## src/rtl/fifo_burst_packer.sv

```systemverilog
// Drains bytes from the async video FIFO read side, packs them into 32-bit words and
// streams arbiter-granted bursts. FIFO_BURST_PACKER_BYTE_SWAP_EN selects big-endian packing.
//
// state | meaning
// IDLE  | watching water level / flush_pending for the next burst
// REQ   | burst_req held until the arbiter acknowledges
// XFER  | reading, packing and streaming words until the last one is accepted
module fifo_burst_packer #(
  parameter int BURST_LEN   = 16,
  parameter int LEVEL_WIDTH = 12
) (
  input  logic                   clk,
  input  logic                   rst,
  output logic                   fifo_rd_en,
  input  logic [7:0]             fifo_rd_data,
  input  logic                   fifo_rd_empty,
  input  logic [LEVEL_WIDTH-1:0] fifo_rd_water_level,
  input  logic                   flush,
  output logic                   burst_req,
  input  logic                   burst_ack,
  output logic [6:0]             burst_len,
  output logic [31:0]            m_data,
  output logic                   m_valid,
  input  logic                   m_ready,
  output logic                   m_last,
  output logic                   busy
);
  localparam int FULL_BYTES = BURST_LEN * 4;

  typedef enum logic [1:0] {IDLE, REQ, XFER} state_t;
  state_t state, state_next;

  logic        flush_pending, is_flush;
  logic [8:0]  bytes_rem;
  logic [6:0]  words_pushed;
  logic        inflight;
  logic [31:0] pack_word, pack_next;
  logic [2:0]  pack_cnt, cnt_next;
  logic [31:0] buf_data [2];
  logic [1:0]  buf_last;
  logic        wr_ptr, rd_ptr;
  logic [1:0]  buf_cnt;

  logic        start_full, start_flush, pop, push, pack_rdy, last_pop;
  logic [4:0]  outstanding;
  logic [6:0]  flush_words;
  logic [1:0]  lane;

  always_ff @(posedge clk) begin
    if (rst) state <= IDLE;
    else     state <= state_next;
  end

  always_comb begin
    state_next  = state;
    start_full  = fifo_rd_water_level >= LEVEL_WIDTH'(FULL_BYTES);
    start_flush = !start_full && flush_pending && (fifo_rd_water_level != '0);
    flush_words = {1'b0, fifo_rd_water_level[7:2]} + {6'd0, |fifo_rd_water_level[1:0]};

    burst_req = (state == REQ);
    busy      = (state != IDLE);
    m_valid   = (state == XFER) && (buf_cnt != 2'd0);
    m_data    = m_valid ? buf_data[rd_ptr] : 32'd0;
    m_last    = m_valid && buf_last[rd_ptr];
    pop       = m_valid && m_ready;
    last_pop  = pop && m_last;

    // A partial word only completes once every byte of the burst has landed.
    pack_rdy    = (pack_cnt == 3'd4) || ((pack_cnt != 3'd0) && (bytes_rem == 9'd0) && !inflight);
    push        = (state == XFER) && pack_rdy && ((buf_cnt != 2'd2) || pop);
    outstanding = {4'd0, inflight} + {2'd0, pack_cnt} + {1'b0, buf_cnt, 2'b00};
    fifo_rd_en  = (state == XFER) && (bytes_rem != 9'd0) && !fifo_rd_empty && (outstanding < 5'd12);

    pack_next = push ? 32'd0 : pack_word;
    cnt_next  = push ? 3'd0 : pack_cnt;
`ifdef FIFO_BURST_PACKER_BYTE_SWAP_EN
    lane = 2'd3 - cnt_next[1:0];
`else
    lane = cnt_next[1:0];
`endif
    if (inflight) begin
      pack_next[{lane, 3'b000} +: 8] = fifo_rd_data;
      cnt_next = cnt_next + 3'd1;
    end

    case (state)
      IDLE: if (start_full || start_flush) state_next = REQ;
      REQ:  if (burst_ack) state_next = XFER;
      XFER: if (last_pop) state_next = IDLE;
      default: state_next = IDLE;
    endcase
  end

  always_ff @(posedge clk) begin
    if (rst) begin
      flush_pending <= 1'b0;
      is_flush      <= 1'b0;
      bytes_rem     <= '0;
      burst_len     <= '0;
      words_pushed  <= '0;
      inflight      <= 1'b0;
      pack_word     <= '0;
      pack_cnt      <= '0;
      wr_ptr        <= 1'b0;
      rd_ptr        <= 1'b0;
      buf_cnt       <= '0;
      buf_last      <= '0;
      buf_data[0]   <= '0;
      buf_data[1]   <= '0;
    end else begin
      if (flush)
        flush_pending <= 1'b1;
      else if (state == XFER && last_pop && is_flush)
        flush_pending <= 1'b0;
      else if (state == IDLE && fifo_rd_water_level == '0 && pack_cnt == 3'd0)
        flush_pending <= 1'b0;

      inflight  <= fifo_rd_en;
      pack_word <= pack_next;
      pack_cnt  <= cnt_next;
      if (fifo_rd_en) bytes_rem <= bytes_rem - 9'd1;

      if (push) begin
        buf_data[wr_ptr] <= pack_word;
        buf_last[wr_ptr] <= (words_pushed == burst_len - 7'd1);
        wr_ptr           <= ~wr_ptr;
        words_pushed     <= words_pushed + 7'd1;
      end
      if (pop) rd_ptr <= ~rd_ptr;
      buf_cnt <= buf_cnt + {1'b0, push} - {1'b0, pop};

      // Level is sampled only here, on the way out of IDLE.
      if (state == IDLE && (start_full || start_flush)) begin
        burst_len    <= start_full ? 7'(BURST_LEN) : flush_words;
        bytes_rem    <= start_full ? 9'(FULL_BYTES) : {1'b0, fifo_rd_water_level[7:0]};
        is_flush     <= !start_full;
        words_pushed <= '0;
      end
    end
  end
endmodule

```

## config.mk

```make
export PLATFORM = sky130hd
export DESIGN_NAME = fifo_burst_packer
export DESIGN_NICKNAME = d
export VERILOG_FILES = /design/src/rtl/fifo_burst_packer.sv
export SDC_FILE = /design/constraint.sdc
export NUM_CORES = 1
export LEC_CHECK = 0
export BUFFER_PORTS_ARGS = -buffer_cell sky130_fd_sc_hd__buf_2
export CORE_MARGIN = 2
export CORE_UTILIZATION = 50
export CTS_CLUSTER_DIAMETER = 40
export DETAILED_ROUTE_END_ITERATION = 10
export PLACE_DENSITY_LB_ADDON = 0.3
export REMOVE_ABC_BUFFERS = 1
export SYNTH_ARGS = -nofsm -noshare
export SYNTH_HDL_FRONTEND = slang
export SYNTH_SLANG_ARGS = --single-unit
```

## constraint.sdc

```tcl
create_clock -name clk -period 10.85 [get_ports clk]
set_input_delay 3.255 -clock clk [delete_from_list [all_inputs] [get_ports clk]]
set_output_delay 3.255 -clock clk [all_outputs]
set_load 0.05 [all_outputs]
```

==> flow_metrics.py <==
metrics = {
    "floorplanning": {
        "start_util": 0.505,
        "die-area_mm2": 0.0135,
        "core-area_mm2": 0.0125,
        "ioPinCount": 70,
        "die_x_um": 116,
        "placementRows": 41,
        "die_h_um": 116,
    },
    "clock_network": {
        "cts.sinks": 134,
        "clkTransAtPathRegs_ns": 0.06,
        "clock_latency_ns": 0.41,
        "clock_path_buffers": 2,
        "postCtsSetupRepairBufs": 0,
        "cts-root-buf": "clkbuf_16",
        "cts_tree": "yes",
        "cts_hold_buf": 0,
        "htreeDepth": 4,
        "cts_resized": 0,
        "cts_buffers": 17,
    },
    "cells_and_area": {
        "syn_to_final_growth_pct": 16.5,
        "nFillCells": 1057,
        "antenna_cells": 0,
        "utilization": 0.589,
        "fin_area_mm2": 0.00734,
        "nets": 706,
        "drive_above_1_share": 0.178,
    },
    "detailed_routing": {
        "dr.pass1.iters": 5,
        "vias": 4597,
        "vias_per_cell": 5.41,
        "antenna_left": 0,
        "drt-wirelength-per-cell_um": 15.7,
        "wirelength_mm": 13.3,
        "drc_errors": 0,
        "drt_iter0_markers": 255,
    },
    "sta": {
        "period_minus_slack_ns": 8.11,
        "period_share": 0.747,
        "rsz0062_at_grt": "no",
        "hold_viol_final": 0,
        "fin_skew_ns": 0.00844,
        "final_max_slew_viol_count": 0,
        "final-setup-viol-count": 0,
        "slew_headroom": 0.168,
        "setup_tns_ns": 0,
        "tightest_slew_ns": 1.24,
        "timing.fmax_mhz": 123,
    },
    "synth": {
        "synth_commonest_cells": "nor2_1, dfxtp_1, and2_1",
        "ys.flop_type": "dfxtp_1",
        "yosysWarnings": 0,
        "yosysTopAreaCell": "edfxtp_1",
        "yosysMostFrequentCell": "nor2_1",
        "synthesis.area_mm2": 0.00630,
        "synth_area_leaders": "edfxtp_1, dfxtp_1, and2_1",
        "syn_inst": 603,
        "synthArstFlopShare": 0,
        "synth-edff-count": 64,
        "ys_seq_area_frac": 0.528,
        "synth_top_area_frac": 0.305,
        "synth-seq-cells": 134,
        "avgSynthCellArea_um2": 10.4,
        "yosys.cell_types.count": 56,
    },
    "global_route": {
        "grt_overflow": 0,
        "grt_pass1_wl_mm": 21.5,
        "antenna_found_initial": 0,
        "grt_use_total": 0.206,
        "grt_max_degree": 59,
        "grt_pass1_vias": 4347,
    },
    "power_and_ir_drop": {
        "p_per_area_mw_per_mm2": 162,
        "power_uw": 1190,
        "irDropWorstVdd_mv": 0.0674,
        "power.leakage_uw": 0.00284,
    },
    "placed_design": {
        "port_buffers": 69,
        "dpl.hpwl_mm": 8.52,
        "placed_area_mm2": 0.00675,
        "gp_congestion": 0.836,
    },
    "worst_setup_path": {
        "cp_max_fo": 16,
        "critPathArrivalTime_ns": 4.85,
        "end_kind": "output pin",
        "worstSetupPathType": "input pin to output pin",
        "cp_data_required_time_ns": 7.60,
        "cp_cell_sequence": "buf_2 > nor3b_1 > o211ai_1 > nor2_1 > buf_2",
        "crit_top_cell": "buf_2",
        "startpoint_type": "input pin",
        "cpMaxStageDelayCell": "nor2_1",
        "rrSetupSlack_ns": 6.84,
        "max_stage_delay_ns": 0.76,
    },
    "hold_path": {
        "holdCritPathClass": "register to register",
    },
    "outcome": {
        "status": "finished, final reports clean",
    },
    "flow_run": {
        "maxCapViolations": 0,
    },
}
## per-layer routing
metal | global-route usage | wire (um)
met1 | 0.258 | 5940
met2 | 0.356 | 6570
met3 | 0.0550 | 723
met4 | 0.0516 | 102
met5 | 0 | 0
## report_power, final
group	internal [uW]	switching (uW)
clock network	347	220
logic	26.2	47.8
registers	542	7.28
## state kept, by name, summed over array words and instances (netlist names), 2 cells and up, named ones only
name,count
words_pushed,7
bytes_rem,9
buf_last,2
pack_cnt,3
state,2
burst_len,7
buf_cnt,2
pack_word,32
buf_data,64
## worst paths after layout
path,endpoint,start,depth (start not counted)
max,fifo_rd_en,fifo_rd_empty,5
min reg2reg,is_flush,is_flush,2
min,is_flush,is_flush,2
max reg2reg,pack_word[1],bytes_rem[0],11
## cell families (layout without fill, tap and decap cells)
logic type / after synthesis / after routing / synth area share
adder cells (fa/ha/maj): 15 / 15 / 0.0298
XOR/XNOR: 20 / 20 / 0.0326
multiplexers: 35 / 35 / 0.0560
AND/OR/NAND/NOR: 246 / 246 / 0.202
AO/OA/AOI/OAI: 101 / 101 / 0.114
flip-flops: 134 / 134 / 0.528
buffers and inverters: 52 / 127 / 0.0375
## final cells by class
class,instances,area [um^2],area share
flip-flops and latches,134,3320,0.453
clock inverters,13,148,0.0201
well taps,172,215,0.0293
clock buffers,19,443,0.0603
repair buffers,74,383,0.0522
inverters,21,78.8,0.0107
multi-input cells,417,2750,0.374
## per-stage QoR
| stage | worst slack (ns) | cells | hold WS (ns) |
|---|---|---|---|
| final | 2.74 | 850 | 0.499 |
| after CTS | 2.76 | 850 | 0.498 |
| after floorplan | 2.94 | 572 | 0.457 |
| after detailed placement | 2.77 | 818 | 0.486 |
| after global routing | 2.58 | 850 | 0.521 |
| after global placement | 2.84 | 818 | 0.471 |
## layout by cell type (no fill, tap or decap), types with 10 or more instances in the layout
cell / instances
a21oi_1: 13
a22oi_1: 40
and2_1: 68
buf_2: 69
clkbuf_16: 17
dfxtp_1: 69
edfxtp_1: 64
ha_1: 15
inv_1: 20
mux2i_1: 33
nand2_1: 23
nor2_1: 97
o21ai_0: 10
## worst max-delay path: cells and delay by family
kind | cells | cell delay [ns]
compound gates | 1 | 0.15
buf+inv | 2 | 0.50
simple gates | 2 | 0.94
Power figures use the tool's default switching activity.
